--- config.mk ---
export PLATFORM = sky130hd
export DESIGN_NAME = fht_ctrl
export DESIGN_NICKNAME = d
export VERILOG_FILES = /design/src/rtl/fht_pkg.sv /design/src/rtl/fht_addr_delay.sv /design/src/rtl/fht_ctrl.sv
export SDC_FILE = /design/constraint.sdc
export NUM_CORES = 1
export LEC_CHECK = 0
export BUFFER_PORTS_ARGS = -buffer_cell sky130_fd_sc_hd__buf_2
export CAP_MARGIN = 20
export CORE_ASPECT_RATIO = 2
export CORE_MARGIN = 2
export CORE_UTILIZATION = 51
export DETAILED_ROUTE_END_ITERATION = 12
export GPL_TIMING_DRIVEN = 0
export PLACE_DENSITY_LB_ADDON = 0.05
export REMOVE_ABC_BUFFERS = 1
export SLEW_MARGIN = 10
export SYNTH_ARGS = -nofsm -noshare
export SYNTH_HDL_FRONTEND = slang
export SYNTH_SLANG_ARGS = --single-unit
--- constraint.sdc ---
create_clock -name iCLK -period 3.8 [get_ports iCLK]
set_input_delay 0.57 -clock iCLK [delete_from_list [all_inputs] [get_ports iCLK]]
set_output_delay 0.57 -clock iCLK [all_outputs]
set_load 0.1 [all_outputs]
--- src/rtl/fht_pkg.sv ---
// Shared constants, FSM state type and bit-reversal helper for the FHT sequencer.
// Default sizes match fht_ctrl's parameter defaults; derived sizes come from the helpers.
package fht_pkg;

   localparam int unsigned A_BIT_DEF = 8;
   localparam int unsigned PIPE_DEF  = 4;
   localparam int unsigned BANK_SIZE = 1 << A_BIT_DEF;
   localparam int unsigned STAGES    = A_BIT_DEF + 1;
   localparam int unsigned STAGE_LEN = BANK_SIZE + PIPE_DEF;

   typedef enum logic [0:0] {
      StIdle,
      StRun
   } fht_state_e;

   function automatic int unsigned bank_size(input int unsigned a_bit);
      return 32'd1 << a_bit;
   endfunction

   function automatic int unsigned stage_len(input int unsigned a_bit, input int unsigned pipe);
      return bank_size(a_bit) + pipe;
   endfunction

   // Reverses the low w bits of v; upper bits of the result are zero.
   function automatic logic [31:0] bitrev(input logic [31:0] v, input int unsigned w);
      logic [31:0] r;
      r = '0;
      for (int unsigned i = 0; i < 32; i++) begin
         if (i < w) begin
            r[i[4:0]] = v[5'(w - 1 - i)];
         end
      end
      return r;
   endfunction

endpackage

--- src/rtl/fht_addr_delay.sv ---
// Fixed-depth shift register that carries read-side values to the write side
// after the butterfly datapath latency.
module fht_addr_delay #(
   parameter int unsigned Width = 8,
   parameter int unsigned Depth = 4
) (
   input  logic             clk_i,
   input  logic             rst_ni,
   input  logic [Width-1:0] d_i,
   output logic [Width-1:0] q_o
);

   logic [Width-1:0] pipe_q [Depth];

   always_ff @(posedge clk_i or negedge rst_ni) begin
      if (!rst_ni) begin
         for (int i = 0; i < int'(Depth); i++) begin
            pipe_q[i] <= '0;
         end
      end else begin
         pipe_q[0] <= d_i;
         for (int i = 1; i < int'(Depth); i++) begin
            pipe_q[i] <= pipe_q[i-1];
         end
      end
   end

   assign q_o = pipe_q[Depth-1];

endmodule

--- src/rtl/fht_ctrl.sv ---
// Stage/time sequencer for an in-place ping-pong FHT over four banks per memory set.
// Define FHT_CTRL_REG_ADDR_EN to add one output register stage on every output.
module fht_ctrl
   import fht_pkg::*;
#(
   parameter int unsigned A_BIT = A_BIT_DEF,
   parameter int unsigned PIPE  = PIPE_DEF
) (
   input  logic             iCLK,
   input  logic             iRESET,
   input  logic             iSTART,
   output logic             oST_ZERO,
   output logic             oST_LAST,
   output logic             o2ND_PART_SUBSEC,
   output logic [A_BIT-1:0] oSECTOR,
   output logic [A_BIT-1:0] oADDR_RD_0,
   output logic [A_BIT-1:0] oADDR_RD_1,
   output logic [A_BIT-1:0] oADDR_RD_2,
   output logic [A_BIT-1:0] oADDR_RD_3,
   output logic [A_BIT-1:0] oADDR_WR_0,
   output logic [A_BIT-1:0] oADDR_WR_1,
   output logic [A_BIT-1:0] oADDR_WR_2,
   output logic [A_BIT-1:0] oADDR_WR_3,
   output logic [A_BIT-1:0] oADDR_COEF,
   output logic             oWE_A,
   output logic             oWE_B,
   output logic             oSOURCE_DATA,
   output logic             oSOURCE_CONT,
   output logic             oRDY
);

   localparam int unsigned BankSize = bank_size(A_BIT);
   localparam int unsigned StageLen = stage_len(A_BIT, PIPE);
   localparam int unsigned SW       = $clog2(A_BIT + 1);
   localparam int unsigned TW       = $clog2(StageLen);

   localparam logic [SW-1:0] StLast = SW'(A_BIT);
   localparam logic [TW-1:0] TLast  = TW'(StageLen - 1);
   localparam logic [TW-1:0] TBank  = TW'(BankSize);

   fht_state_e    state_q;
   logic [SW-1:0] cnt_stage;
   logic [TW-1:0] cnt_stage_time;
   logic          rdy_q;
   logic          cont_q;
   logic          busy;
   logic          rd_phase;

   always_ff @(posedge iCLK or negedge iRESET) begin
      if (!iRESET) begin
         state_q        <= StIdle;
         cnt_stage      <= '0;
         cnt_stage_time <= '0;
         rdy_q          <= 1'b1;
         cont_q         <= 1'b0;
      end else begin
         case (state_q)
            StIdle: begin
               if (iSTART) begin
                  state_q        <= StRun;
                  cnt_stage      <= '0;
                  cnt_stage_time <= '0;
                  rdy_q          <= 1'b0;
                  cont_q         <= 1'b1;
               end
            end
            StRun: begin
               if (cnt_stage_time == TLast) begin
                  cnt_stage_time <= '0;
                  if (cnt_stage == StLast) begin
                     state_q   <= StIdle;
                     cnt_stage <= '0;
                     rdy_q     <= 1'b1;
                     cont_q    <= 1'b0;
                  end else begin
                     cnt_stage <= cnt_stage + 1'b1;
                  end
               end else begin
                  cnt_stage_time <= cnt_stage_time + 1'b1;
               end
            end
            default: state_q <= StIdle;
         endcase
      end
   end

   assign busy     = (state_q == StRun);
   assign rd_phase = busy && (cnt_stage_time < TBank);

   // One extra bit of headroom so M = 2^A_BIT is representable in the last stage.
   logic [A_BIT:0]   t_w;
   logic [A_BIT:0]   m_w;
   logic [A_BIT:0]   mask_w;
   logic [A_BIT:0]   off_w;
   logic [A_BIT:0]   mirror_w;
   logic [SW-1:0]    coef_sh;
   logic [A_BIT-1:0] rd01_c;
   logic [A_BIT-1:0] rd23_c;
   logic [A_BIT-1:0] sector_c;
   logic [A_BIT-1:0] coef_c;
   logic             second_c;

   always_comb begin
      t_w      = {1'b0, cnt_stage_time[A_BIT-1:0]};
      m_w      = {{A_BIT{1'b0}}, 1'b1} << cnt_stage;
      mask_w   = m_w - 1'b1;
      off_w    = t_w & mask_w;
      mirror_w = (t_w & ~mask_w) | ((m_w - off_w) & mask_w);
      coef_sh  = StLast - cnt_stage;
      rd01_c   = t_w[A_BIT-1:0];
      rd23_c   = mirror_w[A_BIT-1:0];
      sector_c = A_BIT'(t_w >> cnt_stage);
      second_c = (off_w >= (m_w >> 1));
      coef_c   = A_BIT'(off_w << coef_sh);
      if (cnt_stage == '0) begin
         rd01_c   = A_BIT'(bitrev(32'(t_w), A_BIT));
         rd23_c   = rd01_c;
         sector_c = '0;
         second_c = 1'b0;
         coef_c   = '0;
      end
   end

   // Last read-phase values, presented during drain and idle cycles.
   logic [A_BIT-1:0] rd01_q;
   logic [A_BIT-1:0] rd23_q;
   logic [A_BIT-1:0] sector_q;
   logic [A_BIT-1:0] coef_q;
   logic             second_q;

   always_ff @(posedge iCLK or negedge iRESET) begin
      if (!iRESET) begin
         rd01_q   <= '0;
         rd23_q   <= '0;
         sector_q <= '0;
         coef_q   <= '0;
         second_q <= 1'b0;
      end else if (rd_phase) begin
         rd01_q   <= rd01_c;
         rd23_q   <= rd23_c;
         sector_q <= sector_c;
         coef_q   <= coef_c;
         second_q <= second_c;
      end
   end

   logic [A_BIT-1:0] rd01;
   logic [A_BIT-1:0] rd23;
   logic [A_BIT-1:0] sector;
   logic [A_BIT-1:0] coef;
   logic             second;

   assign rd01   = rd_phase ? rd01_c   : rd01_q;
   assign rd23   = rd_phase ? rd23_c   : rd23_q;
   assign sector = rd_phase ? sector_c : sector_q;
   assign coef   = rd_phase ? coef_c   : coef_q;
   assign second = rd_phase ? second_c : second_q;

   logic [A_BIT-1:0] wr0;
   logic [A_BIT-1:0] wr1;
   logic [A_BIT-1:0] wr2;
   logic [A_BIT-1:0] wr3;
   logic [1:0]       we_info;

   fht_addr_delay #(.Width(A_BIT), .Depth(PIPE)) u_dly_wr0 (
      .clk_i  (iCLK),
      .rst_ni (iRESET),
      .d_i    (rd01),
      .q_o    (wr0)
   );

   fht_addr_delay #(.Width(A_BIT), .Depth(PIPE)) u_dly_wr1 (
      .clk_i  (iCLK),
      .rst_ni (iRESET),
      .d_i    (rd01),
      .q_o    (wr1)
   );

   fht_addr_delay #(.Width(A_BIT), .Depth(PIPE)) u_dly_wr2 (
      .clk_i  (iCLK),
      .rst_ni (iRESET),
      .d_i    (rd23),
      .q_o    (wr2)
   );

   fht_addr_delay #(.Width(A_BIT), .Depth(PIPE)) u_dly_wr3 (
      .clk_i  (iCLK),
      .rst_ni (iRESET),
      .d_i    (rd23),
      .q_o    (wr3)
   );

   // A valid read plus its stage parity lands on the write side within the same stage.
   fht_addr_delay #(.Width(2), .Depth(PIPE)) u_dly_we (
      .clk_i  (iCLK),
      .rst_ni (iRESET),
      .d_i    ({rd_phase, cnt_stage[0]}),
      .q_o    (we_info)
   );

   logic st_zero_c;
   logic st_last_c;
   logic src_data_c;
   logic we_a_c;
   logic we_b_c;

   assign st_zero_c  = busy && (cnt_stage == '0);
   assign st_last_c  = busy && (cnt_stage == StLast);
   assign src_data_c = busy && cnt_stage[0];
   assign we_a_c     = we_info[1] && we_info[0];
   assign we_b_c     = we_info[1] && !we_info[0];

`ifdef FHT_CTRL_REG_ADDR_EN
   always_ff @(posedge iCLK or negedge iRESET) begin
      if (!iRESET) begin
         oST_ZERO         <= 1'b0;
         oST_LAST         <= 1'b0;
         o2ND_PART_SUBSEC <= 1'b0;
         oSECTOR          <= '0;
         oADDR_RD_0       <= '0;
         oADDR_RD_1       <= '0;
         oADDR_RD_2       <= '0;
         oADDR_RD_3       <= '0;
         oADDR_WR_0       <= '0;
         oADDR_WR_1       <= '0;
         oADDR_WR_2       <= '0;
         oADDR_WR_3       <= '0;
         oADDR_COEF       <= '0;
         oWE_A            <= 1'b0;
         oWE_B            <= 1'b0;
         oSOURCE_DATA     <= 1'b0;
         oSOURCE_CONT     <= 1'b0;
         oRDY             <= 1'b1;
      end else begin
         oST_ZERO         <= st_zero_c;
         oST_LAST         <= st_last_c;
         o2ND_PART_SUBSEC <= second;
         oSECTOR          <= sector;
         oADDR_RD_0       <= rd01;
         oADDR_RD_1       <= rd01;
         oADDR_RD_2       <= rd23;
         oADDR_RD_3       <= rd23;
         oADDR_WR_0       <= wr0;
         oADDR_WR_1       <= wr1;
         oADDR_WR_2       <= wr2;
         oADDR_WR_3       <= wr3;
         oADDR_COEF       <= coef;
         oWE_A            <= we_a_c;
         oWE_B            <= we_b_c;
         oSOURCE_DATA     <= src_data_c;
         oSOURCE_CONT     <= cont_q;
         oRDY             <= rdy_q;
      end
   end
`else
   assign oST_ZERO         = st_zero_c;
   assign oST_LAST         = st_last_c;
   assign o2ND_PART_SUBSEC = second;
   assign oSECTOR          = sector;
   assign oADDR_RD_0       = rd01;
   assign oADDR_RD_1       = rd01;
   assign oADDR_RD_2       = rd23;
   assign oADDR_RD_3       = rd23;
   assign oADDR_WR_0       = wr0;
   assign oADDR_WR_1       = wr1;
   assign oADDR_WR_2       = wr2;
   assign oADDR_WR_3       = wr3;
   assign oADDR_COEF       = coef;
   assign oWE_A            = we_a_c;
   assign oWE_B            = we_b_c;
   assign oSOURCE_DATA     = src_data_c;
   assign oSOURCE_CONT     = cont_q;
   assign oRDY             = rdy_q;
`endif

endmodule

# ---- Yosys cells after proc, flatten, opt, wreduce, memory -nomap -nowiden
# Cells that the tools add are included.
dict set report totals {
  in_bits 3
  reg_bits 105
  mem_bits_rw 0
  wordCells 80
  romBits 0
  mem_count 0
  latch_bits 0
  output_inout_bits 88
}
dict set report op_classes {
  n_eq_ne 5
  n_mux 29
  n_shift 3
  mul 0
  addsub 5
  n_reduce_logical 10
  order_cmp 2
  n_bitwise 6
  div_mod_pow 0
}
# op n
set op_table {}
lappend op_table {{two-way mux 8 bit} 8}
lappend op_table {{two-way mux 9 bit} 2}
lappend op_table {{one-hot mux 9 bit (2 select lines)} 1}
lappend op_table {{AND 8 bit} 2}
lappend op_table {{two-way mux 4 bit} 3}
lappend op_table {{two-way mux 1 bit} 11}
lappend op_table {{adder 9 x 1 -> 9 bit (second input constant)} 1}
lappend op_table {{AND 8 x 9 -> 9 bit} 1}
lappend op_table {{== test 9 bit (second input constant)} 1}
lappend op_table {{>= comparator 9 x 8 -> 1 bit} 1}
lappend op_table {{< comparator 9 bit (second input constant)} 1}
lappend op_table {{left shift 1 x 4 -> 9 bit (first input constant)} 1}
lappend op_table {{left shift 9 x 4 -> 8 bit} 1}
lappend op_table {{subtractor 9 x 1 -> 9 bit (second input constant)} 1}
lappend op_table {{NOT 8 bit} 1}
lappend op_table {{OR 8 bit} 1}
lappend op_table {{one-hot mux 4 bit (2 select lines)} 1}
lappend op_table {{right shift 8 x 4 -> 8 bit} 1}
lappend op_table {{subtractor 8 bit} 1}
lappend op_table {{logical AND 1 bit} 6}
lappend op_table {{one-hot mux 1 bit (2 select lines)} 3}
lappend op_table {{adder 4 x 1 -> 4 bit (second input constant)} 1}
lappend op_table {{== test 4 bit (second input constant)} 1}
lappend op_table {{zero test 4 bit} 1}
lappend op_table {{other kinds (7)} 8}

# ---- Depth between registers and ports, before layout
# Gate-level depths: netlist of the first run.
dict set report depth {
  word_depth 8
  ltp_mapped 15
  mapped_depth_nobuf 13
}

# ---- Cells and area by module
# From an unflattened synthesis of the first run, not the netlist that was laid out.
dict set report unflattened {
  hier_cells 646
  area_unflattened_um2 7469.7
}
# mod instances cells_each area_per_inst_um2 seq_area_each_um2
set modules_own_cells {}
lappend modules_own_cells {fht_ctrl 1 476 3811.2 1227.4}
lappend modules_own_cells {{fht_addr_delay at u_dly_wr0 ...} 4 40 860.8 800.8}
lappend modules_own_cells {{fht_addr_delay at u_dly_we} 1 10 215.2 200.2}

# ---- Worst setup path after synthesis of the first run
# Ideal clock, no wire load.
dict set report synth_path {
  kind {reg-to-output}
  from {register cnt_stage[1]}
  to {output port oADDR_RD_3[4]}
  t_arrival_ns 5.760
  path_buffers 3
  t_required_ns 3.230
  slack_ns -2.530
  path_stages_with_launch 15
  path_cell_list {dfrtp_1 > buf_1 > inv_1 > ha_1 > or3b_1 > buf_2 > ha_1 > nand2b_1 > a31oi_1 > o21ai_1 > mux2i_1 > or3_1 > a21boi_0 > a211oi_1 > buf_4}
}
dict set report synth_via {
  elab_chain_cells 8
  word_cells_on_any_way 11
  cone_classes {add/sub: 2; shift: 1; mux: 2; bitwise: 5; reduce/logical: 1}
}
# item line_no
set synth_lines {}
lappend synth_lines {{start: declaration} fht_ctrl.sv:42} ;# logic [SW-1:0] cnt_stage;
lappend synth_lines {{start signal: assignment} fht_ctrl.sv:76} ;# cnt_stage <= cnt_stage + 1'b1;
lappend synth_lines {{left shift 1 x 4 -> 9 bit} fht_ctrl.sv:105} ;# m_w = {{A_BIT{1'b0}}, 1'b1} << cnt_stage;
lappend synth_lines {{subtractor 9 x 1 -> 9 bit} fht_ctrl.sv:106} ;# mask_w = m_w - 1'b1;
lappend synth_lines {{AND 8 x 9 -> 9 bit} fht_ctrl.sv:107} ;# off_w = t_w & mask_w;
lappend synth_lines {{subtractor 8 bit} fht_ctrl.sv:108} ;# mirror_w = (t_w & ~mask_w) | ((m_w - off_w) & mask_w);
lappend synth_lines {{AND 8 bit} fht_ctrl.sv:108}
lappend synth_lines {{OR 8 bit} fht_ctrl.sv:108}
lappend synth_lines {{two-way mux 8 bit *} fht_ctrl.sv:115} ;# if (cnt_stage == '0) begin
lappend synth_lines {{two-way mux 8 bit *} n/a}
lappend synth_lines {{end: declaration} fht_ctrl.sv:19} ;# output logic [A_BIT-1:0] oADDR_RD_3,
# Every way passes the cells marked *; elsewhere a longest branch is shown, timed or not.

# ---- Worst setup path after layout of the first run
dict set report layout_path {
  from {register cnt_stage[0]}
  to {output port oADDR_RD_3[5]}
}
# The elaborated chain is that of the path after synthesis.

==> Flow_metrics.wiki, run 1 <==
{| class="wikitable"
! Metric !! Value
|-
| Run status || finished with violations
|-
| Failing checks || setup timing
|-
| Endpoint type of the worst setup path || primary output
|-
| Latest clock arrival within the worst-skew pair || approximately 0.35 ns
|-
| Max stage delay on crit path || 0.46 ns
|-
| Slowest stage cell, crit path || dfrtp_4
|-
| Crit path launch type || flop
|-
| Clock buffer depth || 2
|-
| Register containing the most flip-flops in the final layout || u_dly_wr1.pipe_q
|-
| Post-Route Hold Slack || 0.201 ns
|-
| Critical Path RT || between 3 and 4 ns
|-
| Number of setup violations in the final report || 13
|-
| Kind of critical path || reg2out
|-
| Path category of the worst min-delay check || in2async
|-
| Initial antenna violation count || 0
|-
| Final routed wirelength across all metal layers || 15,100 um
|-
| Number of warnings reported in the yosys synthesis log || 0
|-
| Layout Cells excl Fill || 762
|-
| Fraction of the mapped netlist area in compound gates || 0.162
|-
| Power density cells || between 300 and 400 nW/um^2
|-
| Average routed wire per standard cell || 19.8 um
|-
| Overall overflow remaining after global route || 0
|-
| Biggest registers after layout || u_dly_wr1.pipe_q x24, cnt_stage_time x9
|-
| Floorplan die area || 11,500 um^2
|-
| Num Clock Sinks || between 100 and 150
|-
| Post-synthesis average cell area || 9.53 um^2
|-
| Pin count of the biggest net entering global routing || about 70
|-
| Proportion of layout cells with a drive suffix above 1 || 0.336
|-
| Tmin final || 4.08 ns
|-
| Die Ht || ~150 um
|-
| Post-synthesis share of cell area spent on xor and xnor gates || 0.00810
|-
| Max-slew violation count || 0
|-
| Area taken by flip-flops and latches || 2640 um^2
|-
| First-pass GRT wire length || 23,800 um
|-
| Root Driver || clkbuf_16
|-
| Number of global-route vias before repair || 4,500
|-
| Total standard cell area after synthesis || 5400 um^2
|-
| Number of max-capacitance violations reported || 0
|-
| Site Rows || 53
|-
| Cell total after placement || 713
|-
| Ports || 91
|-
| Number of buffers inserted by port buffering || 90
|-
| Antenna cell count || 0
|-
| Via count normalized by instance count || 5.72
|-
| Total global routing track utilization || 0.270
|-
| Sum of negative setup slack || -2.50 ns
|-
| Critical path fanouts, max || 4
|-
| Mux cell area share after synthesis || 0.0479
|-
| Worst ir drop on vdd || 252 uV
|-
| Area of combinational cells with multiple inputs || 2500 um^2
|-
| Crit path DAT || 3.51 ns
|-
| Final-stage net count || roughly 640
|-
| Die width || roughly 77 um
|-
| Half-perimeter wire length of the detailed placement result || 9910 um
|-
| Skew final || 0.00879 ns
|-
| Setup repair after global routing missed its margin || true
|-
| Standard cell core area || 10,400 um^2
|-
| Post-route ant nets || 0
|-
| Transition time at the pin with the least slew margin || 0.811 ns
|-
| EDFF count, synth || 0
|-
| Number of flip-flops in the largest register || 24
|-
| Maximum frequency from static timing analysis || ~250 MHz
|-
| Routability congestion estimate || between 0.9 and 1
|-
| Detailed Routing Iterations Pass 1 || 4
|-
| Number of standard cells after synthesis || 567
|-
| H-Tree Depth || 3
|-
| DRC errors left || 0
|-
| Number of vias after detailed routing || 4,361
|-
| Final worst slack || -0.276 ns
|-
| Dominant combinational cell family by area after synthesis || compound AO/OA/AOI/OAI gates
|-
| Post-route clock period utilization || 1.07
|-
| Fraction of synthesis flops using an asynchronous set or reset pin || 1.00
|-
| Total clock buffers created by CTS || 9
|-
| Starting Density || 0.519
|-
| Layout area overhead || 23.7%
|-
| Leakage power summed over all cells || 0.00295 uW
|-
| Drt first-iter violations || about 160
|-
| Simple-gate portion of the synthesized area || 0.150
|-
| Number of hold buffers added after cts || 0
|-
| Critical-path cell list || buf_6 -> ha_4 -> or3b_4 -> ha_4 -> nand2b_4 -> a31oi_4 -> o211ai_1 -> a31oi_4 -> mux2i_2 -> mux2i_1 -> nand3_2 -> buf_12
|-
| Endpoints failing hold || 0
|-
| Clock tree from TritonCTS || built
|-
| Post-synth cell types || 65
|-
| Part of the Yosys area used for sequential elements || 0.486
|-
| Synth Register Bits || 105
|-
| Max-slew headroom at the worst pin || 0.454
|-
| Fraction of the mapped netlist area in adder cells || 0.0389
|-
| Clock transition at the registers of the reported paths || 0.07 ns
|-
| Fill count || about 860
|-
| Ys flop type || dfrtp_1
|}
synthesized netlist by cell type, types with 3 or more instances:
cell type | count | area, um^2
nand3_1 | 12 | 60.1
dfrtp_1 | 104 | 2600
xor2_1 | 4 | 35.0
a31oi_1 | 13 | 81.3
mux2i_1 | 18 | 180
nor2b_1 | 8 | 50.1
o31ai_1 | 3 | 22.5
nand4_1 | 4 | 25.0
nor2_1 | 48 | 180
buf_4 | 48 | 360
ha_1 | 16 | 200
nor3_1 | 9 | 45.0
inv_1 | 18 | 67.6
mux2_2 | 3 | 33.8
buf_1 | 3 | 11.3
and3_1 | 6 | 37.5
o41ai_1 | 4 | 35.0
o211ai_1 | 6 | 45.0
o21ai_0 | 52 | 260
nand2_1 | 66 | 248
a21oi_1 | 24 | 120
clkbuf_1 | 25 | 93.8
nand2b_1 | 9 | 56.3
nor4_1 | 3 | 18.8
buf_2 | 6 | 30.0
a22o_1 | 6 | 52.6
metal layers:
layer	vias to the layer above	global-route usage	routed length (um)
li1	2028	-	-
met1	2140	0.279	5350
met2	153	0.522	8460
met3	40	0.0314	549
met4	0	0.139	689
met5	-	0	0
layout by cell type (no fill, tap or decap), types with 10 or more instances in the layout:
cell     instances
dfrtp_1        100
buf_2           71
o21ai_0         44
nand2_1         65
inv_1           13
nor2_1          47
mux2i_1         16
a21oi_1         20
nand3_1         10
buf_12          10
a31oi_1         11
buf_4           31
stage by stage:
stage                      util  power [uW]  cell area [um^2]  worst slack, ns
after global placement    0.531        1160              5530            -1.64
after global routing      0.642        2190              6680           -0.364
after floorplan               -        1140              4900            -4.10
after CTS                 0.628        2140              6540           -0.247
final                     0.642        2120              6680           -0.276
after detailed placement  0.535        1170              5570            -1.61
layout make-up:
type                       instances  area share
clock buffer                       9      0.0337
clock inverter                     7      0.0139
inverter                          20      0.0144
multi-input combinational        359       0.374
sequential                       105       0.395
tap                              137      0.0257
timing repair buffer             125       0.143
final timing paths:
check                                               start                            end  slack [ns]  depth (start not counted)
setup / recovery                 cnt_stage[0]$_DFFE_PN0P_                  oADDR_RD_3[5]       -0.28                         12
hold / removal                                     iRESET     u_dly_wr1.q_o[4]$_DFF_PN0_        0.20                          1
setup reg to reg            cnt_stage_time[1]$_DFFE_PN0P_       cnt_stage[3]$_DFFE_PN0P_        0.53                          8
hold reg to reg            u_dly_wr1.pipe_q[16]$_DFF_PN0_  u_dly_wr1.pipe_q[8]$_DFF_PN0_        0.35                          0
max in group asynchronous                          iRESET               oRDY$_DFFE_PN1P_        2.86                          2
min in group iCLK          u_dly_wr1.pipe_q[16]$_DFF_PN0_  u_dly_wr1.pipe_q[8]$_DFF_PN0_        0.35                          0
logic make-up (layout without fill, tap and decap cells):
logic type	Yosys count	after routing
simple gates	176	176
compound gates	138	138
flops	105	105
buf+inv	103	161
mux	23	23
fa+ha+maj	17	17
xor+xnor	5	5
where the power goes:
group | internal (uW) | total (uW) | switching [uW]
Clock | 529 | 974 | 446
Combinational | 4.13 | 26.0 | 21.9
Sequential | 1120 | 1120 | 0.0000000418
Total | 1650 | 2120 | 468
critical path, delay by kind of cell (launching register included):
family                     cells  cell delay, ns
and+or+nand+nor                3            0.76
buffers and inverters          2            0.34
adders and majority gates      2            0.35
AOI/OAI and AO/OA              3            0.69
muxes                          2            0.55
DFF                            1            0.46
timing repair:
action                     4_1_cts  5_1_grt
gates resized for setup        119       25
buffers inserted                25        8
pin swaps                       18        8
setup endpoints to repair       59       32
Note: power is estimated with default switching activity, not from simulation.
==> inputs of run 2 (changes only) <==
--- a/config.mk
+++ b/config.mk
@@ -12,7 +12,7 @@
 export CORE_UTILIZATION = 51
 export DETAILED_ROUTE_END_ITERATION = 12
 export GPL_TIMING_DRIVEN = 0
-export PLACE_DENSITY_LB_ADDON = 0.05
+export PLACE_DENSITY = 0.83
 export REMOVE_ABC_BUFFERS = 1
 export SLEW_MARGIN = 10
 export SYNTH_ARGS = -nofsm -noshare
==> run 2 against run 1 <==
Net effect:
- the run still ends with setup timing left
- core utilization grew 0.20 points
- maximum frequency grew 0.69%
- critical path depth grew 2
- clock power shrank 0.6%
- first-iteration DRC count grew 63%
- register-to-register slack gained 0.06 ns
- critical path type unchanged
- critical endpoint is now oADDR_RD_2[4]
==> Flow_metrics.wiki, run 2 (synthesis results as in run 1) <==
{| class="wikitable"
! Metric !! Value
|-
| Run status || finished with violations
|-
| Failing checks || setup timing
|-
| Number of setup violations in the final report || 13 (unchanged)
|-
| Layout area overhead || 24.1%
|-
| Pin count of the biggest net entering global routing || 68 (unchanged)
|-
| Post-route ant nets || 0 (unchanged)
|-
| Detailed Routing Iterations Pass 1 || 4 (unchanged)
|-
| Drt first-iter violations || 255 (+63%)
|-
| Overall overflow remaining after global route || 0 (unchanged)
|-
| First-pass GRT wire length || 22,800 um (-3.9%)
|-
| Met3 usage in global routing || 0.0470 (+0.0157)
|-
| Power density cells || 315 nW/um^2 (-0.61%)
|-
| Site Rows || 53 (unchanged)
|-
| Fin area || 6700 um^2 (+0.32%)
|-
| Fill count || 834 (-3.2%)
|-
| Clock transition at the registers of the reported paths || 0.08 ns (about the same)
|-
| Num Clock Sinks || 105 (unchanged)
|-
| Clock buffer depth || 2 (unchanged)
|-
| Root Driver || clkbuf_16
|-
| Max-slew headroom at the worst pin || 0.470 (+0.0167)
|-
| Skew final || 0.0124 ns (+0.00358 ns)
|-
| Latest clock arrival within the worst-skew pair || 0.36 ns (about the same)
|-
| Number of global-route vias before repair || 4,504 (+0.089%)
|-
| Ports || 91 (unchanged)
|-
| Endpoint type of the worst setup path || primary output
|-
| Number of max-capacitance violations reported || 0 (unchanged)
|-
| Layer carrying the most global-route usage || met2
|-
| Most frequent standard cell in the layout excluding fill and tap cells || dfrtp_1
|-
| Initial antenna violation count || 0 (unchanged)
|-
| Antenna cell count || 0 (unchanged)
|-
| Number of vias after detailed routing || 4,416 (+1.3%)
|-
| Area of combinational cells with multiple inputs || 2500 um^2 (about the same)
|-
| H-Tree Depth || 3 (unchanged)
|-
| Path category of the worst min-delay check || in2async
|-
| Final-stage net count || 637 (-0.31%)
|-
| Highest-count cells in the layout ignoring fill and taps || 100 x dfrtp_1, 65 x nand2_1, 64 x buf_2
|-
| Kind of critical path || reg2out
|-
| Total global routing track utilization || 0.260 (-0.0104)
|-
| Proportion of layout cells with a drive suffix above 1 || 0.331 (-0.00534)
|-
| Launch point of the worst reg-to-reg path || cnt_stage[1]$_DFFE_PN0P_
|-
| Standard cell core area || 10,400 um^2 (unchanged)
|-
| Floorplan die area || 11,500 um^2 (unchanged)
|-
| Clock tree from TritonCTS || built
|-
| Critical Path RT || 3.23 ns (about the same)
|-
| Die Ht || 150 um (unchanged)
|-
| Critical path fanouts, max || 4 (unchanged)
|-
| Via count normalized by instance count || 5.81 (+1.5%)
|-
| Leakage power summed over all cells || 0.00296 uW (+0.15%)
|-
| Area taken by flip-flops and latches || 2640 um^2 (unchanged)
|-
| Number of flip-flops in the largest register || 24 (unchanged)
|-
| Crit path DAT || 3.48 ns (-0.03 ns)
|-
| Sum of negative setup slack || -2.07 ns (+0.434 ns)
|-
| Half-perimeter wire length of the detailed placement result || 9580 um (-3.3%)
|-
| Die width || 76.8 um (unchanged)
|-
| Total clock buffers created by CTS || 9 (unchanged)
|-
| Maximum frequency from static timing analysis || 247 MHz (+0.69%)
|-
| Worst ir drop on vdd || 266 uV (+5.6%)
|-
| Setup repair after global routing missed its margin || true
|-
| Final worst slack || -0.248 ns (+0.0280 ns)
|-
| Met2 Track Usage GR || 0.478 (-0.0443)
|-
| Met1 track demand over resource || 0.260 (-0.0197)
|-
| Number of buffers inserted by port buffering || 90 (unchanged)
|-
| Biggest registers after layout || u_dly_wr1.pipe_q x24, cnt_stage_time x9
|-
| Tot Pwr || 2110 uW (-0.29%)
|-
| Routability congestion estimate || 0.949 (+4.7%)
|-
| Starting Density || 0.519 (unchanged)
|-
| Worst setup slack for register-to-register paths || 0.59 ns (+0.06 ns)
|-
| Tmin final || 4.05 ns (-0.0280 ns)
|-
| Register containing the most flip-flops in the final layout || u_dly_wr1.pipe_q
|-
| Post-route clock period utilization || 1.07 (-0.00738)
|-
| Transition time at the pin with the least slew margin || 0.794 ns (-0.0164 ns)
|-
| Dpl ws || -1.41 ns (+0.201 ns)
|-
| Final routed wirelength across all metal layers || 15,000 um (-0.53%)
|-
| Endpoints failing hold || 0 (unchanged)
|-
| Crit path launch type || flop
|-
| Max-slew violation count || 0 (unchanged)
|-
| Post-place instance area || 5570 um^2 (about the same)
|-
| Average routed wire per standard cell || 19.7 um (-0.27%)
|-
| End of the worst register-to-register path || rd23_q[6]$_DFF_PN0_
|-
| Path depth of the worst reg2reg path || 14 (+6)
|-
| DRC errors left || 0 (unchanged)
|}
## run 2: changes by cell type in the layout (fill, tap and decap cells not counted), sizes merged
cell and delta:
buf -6, bufinv -1, clkbuf +4, clkinv -1
inv +2
## run 2: cell type report
| class | instances | area share |
|---|---|---|
| sequential | 105 | 0.394 |
| multi-input combinational | 359 | 0.373 |
| timing repair buffer | 123 | 0.146 |
| clock buffer | 9 | 0.0336 |
| tap | 137 | 0.0256 |
| inverter | 20 | 0.0142 |
| clock inverter | 7 | 0.0136 |
## run 2: timing repair
action,4_1_cts,5_1_grt
resized for setup,117,36
endpoints found under the setup margin,59,37
setup buffers,26,5
hold buffers,0,0
pin swaps,16,7
## run 2: per-stage QoR
stage / instances / utilization / hold slack (ns)
2_1_floorplan: 484 / - / 0.274
3_3_place_gp: 711 / 0.531 / 0.331
3_5_place_dp: 713 / 0.535 / 0.335
4_1_cts: 755 / 0.626 / 0.195
5_1_grt: 760 / 0.644 / 0.223
6_report: 760 / 0.644 / 0.188
## run 2: report_power, final
group / leakage (uW) / internal [uW] / total, uW / switching [uW]
clock network: 0.000152 / 478 / 968 / 490
logic: 0.00157 / 4.13 / 26.2 / 22.1
registers: 0.00123 / 1120 / 1120 / 0.0000000502
## run 2: layer usage
layer,vias up,share of wire
li1,2030,-
met1,2186,0.34
met2,152,0.57
met3,48,0.041
met4,0,0.047
met5,-,0
## run 2: worst max-delay path, cell delays in order (launching register included)
cell and delay, ns:
dfrtp_2 0.44, inv_4 0.09, ha_4 0.14, or3b_4 0.41, ha_4 0.29, nand2b_4 0.15
buf_6 0.12, a31oi_4 0.11, buf_6 0.17, o21ai_4 0.13, mux2i_2 0.25, or3_1 0.15
a21boi_2 0.06, a211oi_2 0.33, buf_6 0.28
## run 2: how the worst max path moves through the flow
stage	startpoint	endpoint	slack, ns
finish	cnt_stage[1]$_DFFE_PN0P_	oADDR_RD_2[4]	-0.25
global route	cnt_stage[1]$_DFFE_PN0P_	oADDR_RD_2[4]	-0.34
CTS	cnt_stage[1]$_DFFE_PN0P_	oADDR_RD_3[5]	-0.28
detailed placement	cnt_stage[0]$_DFFE_PN0P_	oADDR_RD_2[4]	-1.41
global placement	cnt_stage[0]$_DFFE_PN0P_	oADDR_RD_3[7]	-1.84
floorplan	cnt_stage[0]$_DFFE_PN0P_	rd23_q[4]$_DFF_PN0_	-4.10
